===== src/rtl/dram_read_streamer.sv =====
// rtl/dram_read_streamer.sv - streams DRAM 512-bit lines out as 128-bit PCIe beats
// Optional statistics counters are built only when DRAM_READ_STREAMER_STATS_EN is defined.
package dram_read_streamer_pkg;
    typedef struct packed {
        logic         valid;
        logic         isWrite;
        logic [63:0]  addr;
        logic [511:0] data;
    } MemReq;

    typedef struct packed {
        logic         valid;
        logic [511:0] data;
    } MemResp;

    typedef struct packed {
        logic         valid;
        logic         last;
        logic [15:0]  slot;
        logic [13:0]  pad;
        logic [127:0] data;
    } PCIEPacket;
endpackage

module dram_read_streamer
    import dram_read_streamer_pkg::*;
#(
    parameter int RESP_LOG_DEPTH = 3,
    parameter int MAX_LINES_W    = 16
) (
    input  logic                   clk,
    input  logic                   rst,
    input  logic                   cmd_valid,
    input  logic [63:0]            cmd_addr,
    input  logic [MAX_LINES_W-1:0] cmd_lines,
    input  logic [15:0]            cmd_slot,
    output logic                   cmd_ready,
    output MemReq                  mem_req_out,
    input  logic                   mem_req_grant_in,
    input  MemResp                 mem_resp_in,
    output logic                   mem_resp_grant_out,
    output PCIEPacket              pcie_packet_out,
    input  logic                   pcie_grant_in,
    output logic                   busy,
    output logic [31:0]            stat_lines,
    output logic [31:0]            stat_stalls
);
    localparam int                        DEPTH    = 1 << RESP_LOG_DEPTH;
    localparam logic [MAX_LINES_W-1:0]    LINE_ONE = MAX_LINES_W'(1);
    localparam logic [RESP_LOG_DEPTH-1:0] PTR_ONE  = RESP_LOG_DEPTH'(1);
    localparam logic [RESP_LOG_DEPTH:0]   CNT_ONE  = (RESP_LOG_DEPTH + 1)'(1);

    typedef enum logic {IDLE = 1'b0, STREAM = 1'b1} state_t;
    state_t state_q, state_d;

    logic [63:0]               addr_q;
    logic [MAX_LINES_W-1:0]    lines_q, issued_q, emitted_q, inflight;
    logic [15:0]               slot_q;
    logic [1:0]                beat_q;
    logic [RESP_LOG_DEPTH-1:0] wr_ptr_q, rd_ptr_q;
    logic [RESP_LOG_DEPTH:0]   count_q;
    logic [511:0]              buf_q [DEPTH];

    logic cmd_fire, req_valid, req_fire, resp_fire;
    logic beat_valid, beat_fire, line_done, last_line;

    // A line holds a credit from request issue until its last beat leaves, so the buffer never overflows.
    assign inflight   = issued_q - emitted_q;
    assign cmd_fire   = cmd_valid && cmd_ready;
    assign req_valid  = (state_q == STREAM) && (issued_q < lines_q) && (32'(inflight) < DEPTH);
    assign req_fire   = req_valid && mem_req_grant_in;
    assign resp_fire  = !rst && (state_q == STREAM) && mem_resp_in.valid;
    assign beat_valid = (state_q == STREAM) && (count_q != '0);
    assign beat_fire  = beat_valid && pcie_grant_in;
    assign line_done  = beat_fire && (beat_q == 2'd3);
    assign last_line  = (emitted_q == lines_q - LINE_ONE);

    always_ff @(posedge clk) begin
        if (rst) state_q <= IDLE;
        else     state_q <= state_d;
    end

    always_comb begin
        state_d = state_q;
        case (state_q)
            IDLE:    if (cmd_fire && (cmd_lines != '0)) state_d = STREAM;
            STREAM:  if (line_done && last_line) state_d = IDLE;
            default: state_d = IDLE;
        endcase
    end

    always_comb begin
        cmd_ready          = 1'b0;
        busy               = 1'b0;
        mem_req_out        = '0;
        mem_resp_grant_out = 1'b0;
        pcie_packet_out    = '0;
        if (!rst) begin
            cmd_ready          = (state_q == IDLE);
            busy               = (state_q != IDLE);
            mem_resp_grant_out = mem_resp_in.valid;
            mem_req_out.valid  = req_valid;
            mem_req_out.addr   = addr_q;
            if (beat_valid) begin
                pcie_packet_out.valid = 1'b1;
                pcie_packet_out.data  = buf_q[rd_ptr_q][{beat_q, 7'd0} +: 128];
                pcie_packet_out.slot  = slot_q;
                pcie_packet_out.last  = (beat_q == 2'd3) && last_line;
            end
        end
    end

    always_ff @(posedge clk) begin
        if (rst) begin
            addr_q    <= '0;
            lines_q   <= '0;
            slot_q    <= '0;
            issued_q  <= '0;
            emitted_q <= '0;
            beat_q    <= '0;
            wr_ptr_q  <= '0;
            rd_ptr_q  <= '0;
            count_q   <= '0;
        end else if (cmd_fire) begin
            addr_q    <= cmd_addr & ~64'h3F;
            lines_q   <= cmd_lines;
            slot_q    <= cmd_slot;
            issued_q  <= '0;
            emitted_q <= '0;
            beat_q    <= '0;
            wr_ptr_q  <= '0;
            rd_ptr_q  <= '0;
            count_q   <= '0;
        end else begin
            if (req_fire) begin
                addr_q   <= addr_q + 64'd64;
                issued_q <= issued_q + LINE_ONE;
            end
            if (resp_fire) wr_ptr_q <= wr_ptr_q + PTR_ONE;
            if (beat_fire) beat_q <= beat_q + 2'd1;
            if (line_done) begin
                rd_ptr_q  <= rd_ptr_q + PTR_ONE;
                emitted_q <= emitted_q + LINE_ONE;
            end
            if (resp_fire && !line_done)      count_q <= count_q + CNT_ONE;
            else if (!resp_fire && line_done) count_q <= count_q - CNT_ONE;
        end
    end

    always_ff @(posedge clk) begin
        if (resp_fire) buf_q[wr_ptr_q] <= mem_resp_in.data;
    end

`ifdef DRAM_READ_STREAMER_STATS_EN
    logic [31:0] stat_lines_q, stat_stalls_q;

    always_ff @(posedge clk) begin
        if (rst) begin
            stat_lines_q  <= '0;
            stat_stalls_q <= '0;
        end else begin
            if (line_done) stat_lines_q <= stat_lines_q + 32'd1;
            if (beat_valid && !pcie_grant_in) stat_stalls_q <= stat_stalls_q + 32'd1;
        end
    end

    assign stat_lines  = stat_lines_q;
    assign stat_stalls = stat_stalls_q;
`else
    assign stat_lines  = '0;
    assign stat_stalls = '0;
`endif
endmodule


===== config.mk =====
export PLATFORM = sky130hd
export DESIGN_NAME = dram_read_streamer
export DESIGN_NICKNAME = d
export VERILOG_FILES = /design/src/rtl/dram_read_streamer.sv
export SDC_FILE = /design/constraint.sdc
export NUM_CORES = 2
export LEC_CHECK = 0
export CORE_AREA = 2 2 557 559
export DETAILED_ROUTE_END_ITERATION = 8
export DIE_AREA = 0 0 559 561
export GPL_TIMING_DRIVEN = 0
export PLACE_DENSITY = 0.76
export SETUP_SLACK_MARGIN = 0.3
export SYNTH_ARGS = -nofsm -noshare
export SYNTH_HDL_FRONTEND = slang
export SYNTH_SLANG_ARGS = --single-unit

===== constraint.sdc =====
create_clock -name clk -period 72 [get_ports clk]
set_input_delay 18 -clock clk [delete_from_list [all_inputs] [get_ports clk]]
set_output_delay 18 -clock clk [all_outputs]
set_load 0.01 [all_outputs]

==> results by group <==
Status
  – Status: finished clean

Critical path
  – Maximum fanout along the worst path: 10
  – Setup Crit Path Kind: primary input to primary output
  – WP data arrival: 22.72 ns
  – Buf/Inv on CP: 6
  – Crit path max-delay family: buffers and inverters
  – Terminus of the critical flop-to-flop path: addr_q[30]$_SDFFE_PP0P_
  – Critical-path cell list: clkdlybuf4s50_1, clkbuf_1, nor2_1, nand2_1, clkbuf_2, buf_12, clkbuf_1, nor2_1, clkdlybuf4s50_1
  – Max stage delay cell, worst path: clkdlybuf4s50_1
  – Setup crit end kind: primary output
  – R2R Setup Slk: 66.84 ns
  – Worst R2R Start: emitted_q[4]$_SDFFE_PP0P_
  – Reg2Reg Depth: 14
  – Required time at the worst-slack endpoint: 54.00 ns
  – Worst setup SP type: primary input
  – CP max stage delay: 0.71 ns

Layout
  – Seq. cell area: 0.1258 sq mm
  – Share of cells above drive strength 1: 0.2724
  – Finished Layout Cells: 14530
  – Final net count: 10570
  – Multi-input gate area: 0.03904 sq mm
  – Fillers: 19320
  – Core Util, Final: 0.6590
  – Syn-to-layout area delta: 20.18%
  – Finished Cell Area: 0.2027 sq mm

Drt
  – Detailed-route via count: 89640
  – Average via count per standard cell: 6.170
  – Drt pass-1 iters: 6
  – DR iter-0 viols: 12430
  – DRC viols: 0
  – Routed len/inst: 33.89 um
  – Final WL: 492400 um
  – Detail Route Antenna Nets: 0

Global route
  – Vias in the first global route: 88310
  – Tot GR Track Use: 0.3073
  – Grt ovf: 0
  – First-pass GRT wire length: 677400 um
  – Largest net degree at the start of global routing: 28
  – Initial antenna violation count: 242

Floorplan
  – Row Count: 204
  – Core box area: 0.3076 sq mm
  – IO Pins: 1419
  – Die H: 561 um
  – Die ar.: 0.3136 sq mm
  – Die X: 559 um
  – Starting Density: 0.5483

Placed design
  – Post-DP Area: 0.1892 sq mm
  – Port Buffer Count: 815
  – Inst Count DP: 13620
  – HPWL Detailed: 335900 um
  – Placer Congestion: 0.9431

STA
  – Final Max Slew Viols: 0
  – Actual slew at the worst max-slew pin: 1.484 ns
  – Final hold vios: 0
  – Skew final: 0.09176 ns
  – RSZ-0062 raised after global routing: false
  – Rel. slew slack: 0.01069
  – Fmax: 24.56 MHz
  – Final setup TNS: 0 ns
  – Final period utilization: 0.5656
  – Setup violators final: 0
  – Period minus WS final: 40.72 ns

Synthesis
  – Synthesized netlist cell count: 7792
  – Synth top area share: 0.7293
  – Synth async-reset ratio: 0
  – FF+latch count, synth: 4234
  – EDFF count, synth: 4096
  – Avg Inst Size Synth: 21.64 sq um
  – Ys Warns: 0
  – Cell variety after synth: 75
  – Mapped Area: 0.1686 sq mm
  – Cell taking the most area after synthesis: edfxtp_1
  – Top post-synthesis cells by area: edfxtp_1, mux4_2, buf_4
  – Most common cell in the netlist: edfxtp_1
  – Post-synth top cells: edfxtp_1, mux4_2, buf_4
  – Register area share after synthesis: 0.7457
  – Synth Flop Type: edfxtp_1

Clocking
  – Cell chosen for the clock root: clkbuf_16
  – # hold bufs at CTS: 0
  – Clock latency on the worst-skew pair: 1.00 ns
  – Clock Path Buffers: 4
  – Sink Count: 4234
  – Reg clk slew, reported paths: 0.06 ns
  – CTS tree: built
  – CTS resizes: 0
  – Number of CTS-inserted buffers: 413
  – Buffer count from post-CTS setup fixing: 0
  – H-tree levels: 5

Pwr
  – Max VDD drop: 0.00002280 V
  – Total power divided by cell area: 24.77 mW/mm^2
  – Leakage Power: 64.55 nW

Job
  – Max cap viols: 0

Worst hold path
  – Hold path depth: 2
  – Hold Crit Start: slot_q[1]$_SDFFE_PP0P_
  – Worst Hold Class: flip-flop to flip-flop
  – Hold endpoint: slot_q[1]$_SDFFE_PP0P_
-- per-stage QoR --
stage               setup WS (ns)  hold WS, ns  total power, W
global placement           -20.32       0.4570        0.002967
global route                31.21       0.4781        0.005131
CTS                         31.29       0.4647        0.005022
floorplan                   16.86       0.4315        0.002868
detailed placement          31.32       0.4535        0.002954
finish                      31.28       0.4659        0.005020
-- cells in the final DEF (no fill, tap or decap), types with 14 or more instances in the layout --
cell             synthesis  layout
a21oi_1                 32      32
a22oi_1                 21      21
and2_1                  34      34
and3_1                  46      46
buf_1                   75      74
buf_12                   0     138
buf_16                   0      26
buf_4                  597     607
buf_6                    0     112
bufinv_16                0      31
clkbuf_1               314     394
clkbuf_16                0     414
clkbuf_2                 0      27
clkdlybuf4s50_1          0     815
clkinv_1                 0      87
clkinv_2                 0      69
conb_1                   1     597
dfxtp_1                138     138
diode_2                  0     155
edfxtp_1              4096    4096
ha_1                    39      39
inv_1                   39      39
mux2i_1                168     168
mux4_2                1280    1280
nand2_1                165     165
nand3_1                 66      66
nand4_1                 24      24
nor2_1                 225     219
nor2b_1                 60      60
nor3_1                  42      40
nor4_1                  55      55
o21ai_0                 38      38
o31ai_1                 18      18
or3_1                   14      14
or4_1                   16      16
xnor2_1                 39      39
-- final cells by class --
type,count,area share
clock buffers,522,0.05316
plain buffers,995,0.02971
clock inverters,231,0.01114
repair buffers,1112,0.06482
flip-flops and latches,4234,0.6205
diodes,155,0.001914
inverters,39,0.0007223
multi-input cells,3120,0.1926
well taps,4120,0.02543
-- cells by family after synthesis --
family	count (synthesis)	synth area share
AO/OA/AOI/OAI	188	0.007657
XOR/XNOR	48	0.002493
adder cells (fa/ha/maj)	40	0.003012
buffers and inverters	1034	0.03637
flip-flops	4234	0.7457
multiplexers	1449	0.1810
other	1	0.00002224
AND/OR/NAND/NOR	798	0.02374
-- worst min-delay path: stages (launching register included) --
cell	delay (ns)
dfxtp_1	0.31
nand2_1	0.05
o21ai_0	0.06
-- state kept, by name, summed over array words and instances (netlist names), named ones only --
register	count
buf_q	4096
addr_q	58
emitted_q	16
issued_q	16
lines_q	16
slot_q	16
count_q	4
rd_ptr_q	3
wr_ptr_q	3
beat_q	2
state_q	1
-- layer usage --
metal / routed length (um) / up-vias / global-route usage / share of wire
li1: - / 35720 / - / -
met1: 164100 / 46600 / 0.3829 / 0.33
met2: 240800 / 6042 / 0.4902 / 0.49
met3: 51410 / 1178 / 0.07098 / 0.10
met4: 35480 / 100 / 0.1969 / 0.072
met5: 645 / - / 0 / 0.0013
-- where the power goes --
| group | internal, W | switching [W] |
|---|---|---|
| combinational | 0.0000845 | 0.000101 |
| clock | 0.00117 | 0.000937 |
| sequential | 0.00271 | 0.00000893 |
| total | 0.00397 | 0.00105 |
-- worst max path at each step --
stage | from | cells after the start | slack, ns | to
after floorplan | mem_resp_in[512] | 5 | 16.86 | buf_q[0][0]$_DFFE_PP_
after global placement | rst | 6 | -20.32 | buf_q[0][196]$_DFFE_PP_
after detailed placement | rst | 9 | 31.32 | pcie_packet_out[18]
after CTS | rst | 9 | 31.29 | pcie_packet_out[18]
after global routing | rst | 9 | 31.21 | pcie_packet_out[18]
final | rst | 9 | 31.28 | pcie_packet_out[18]
No activity file was read; power rests on OpenSTA's default activity.
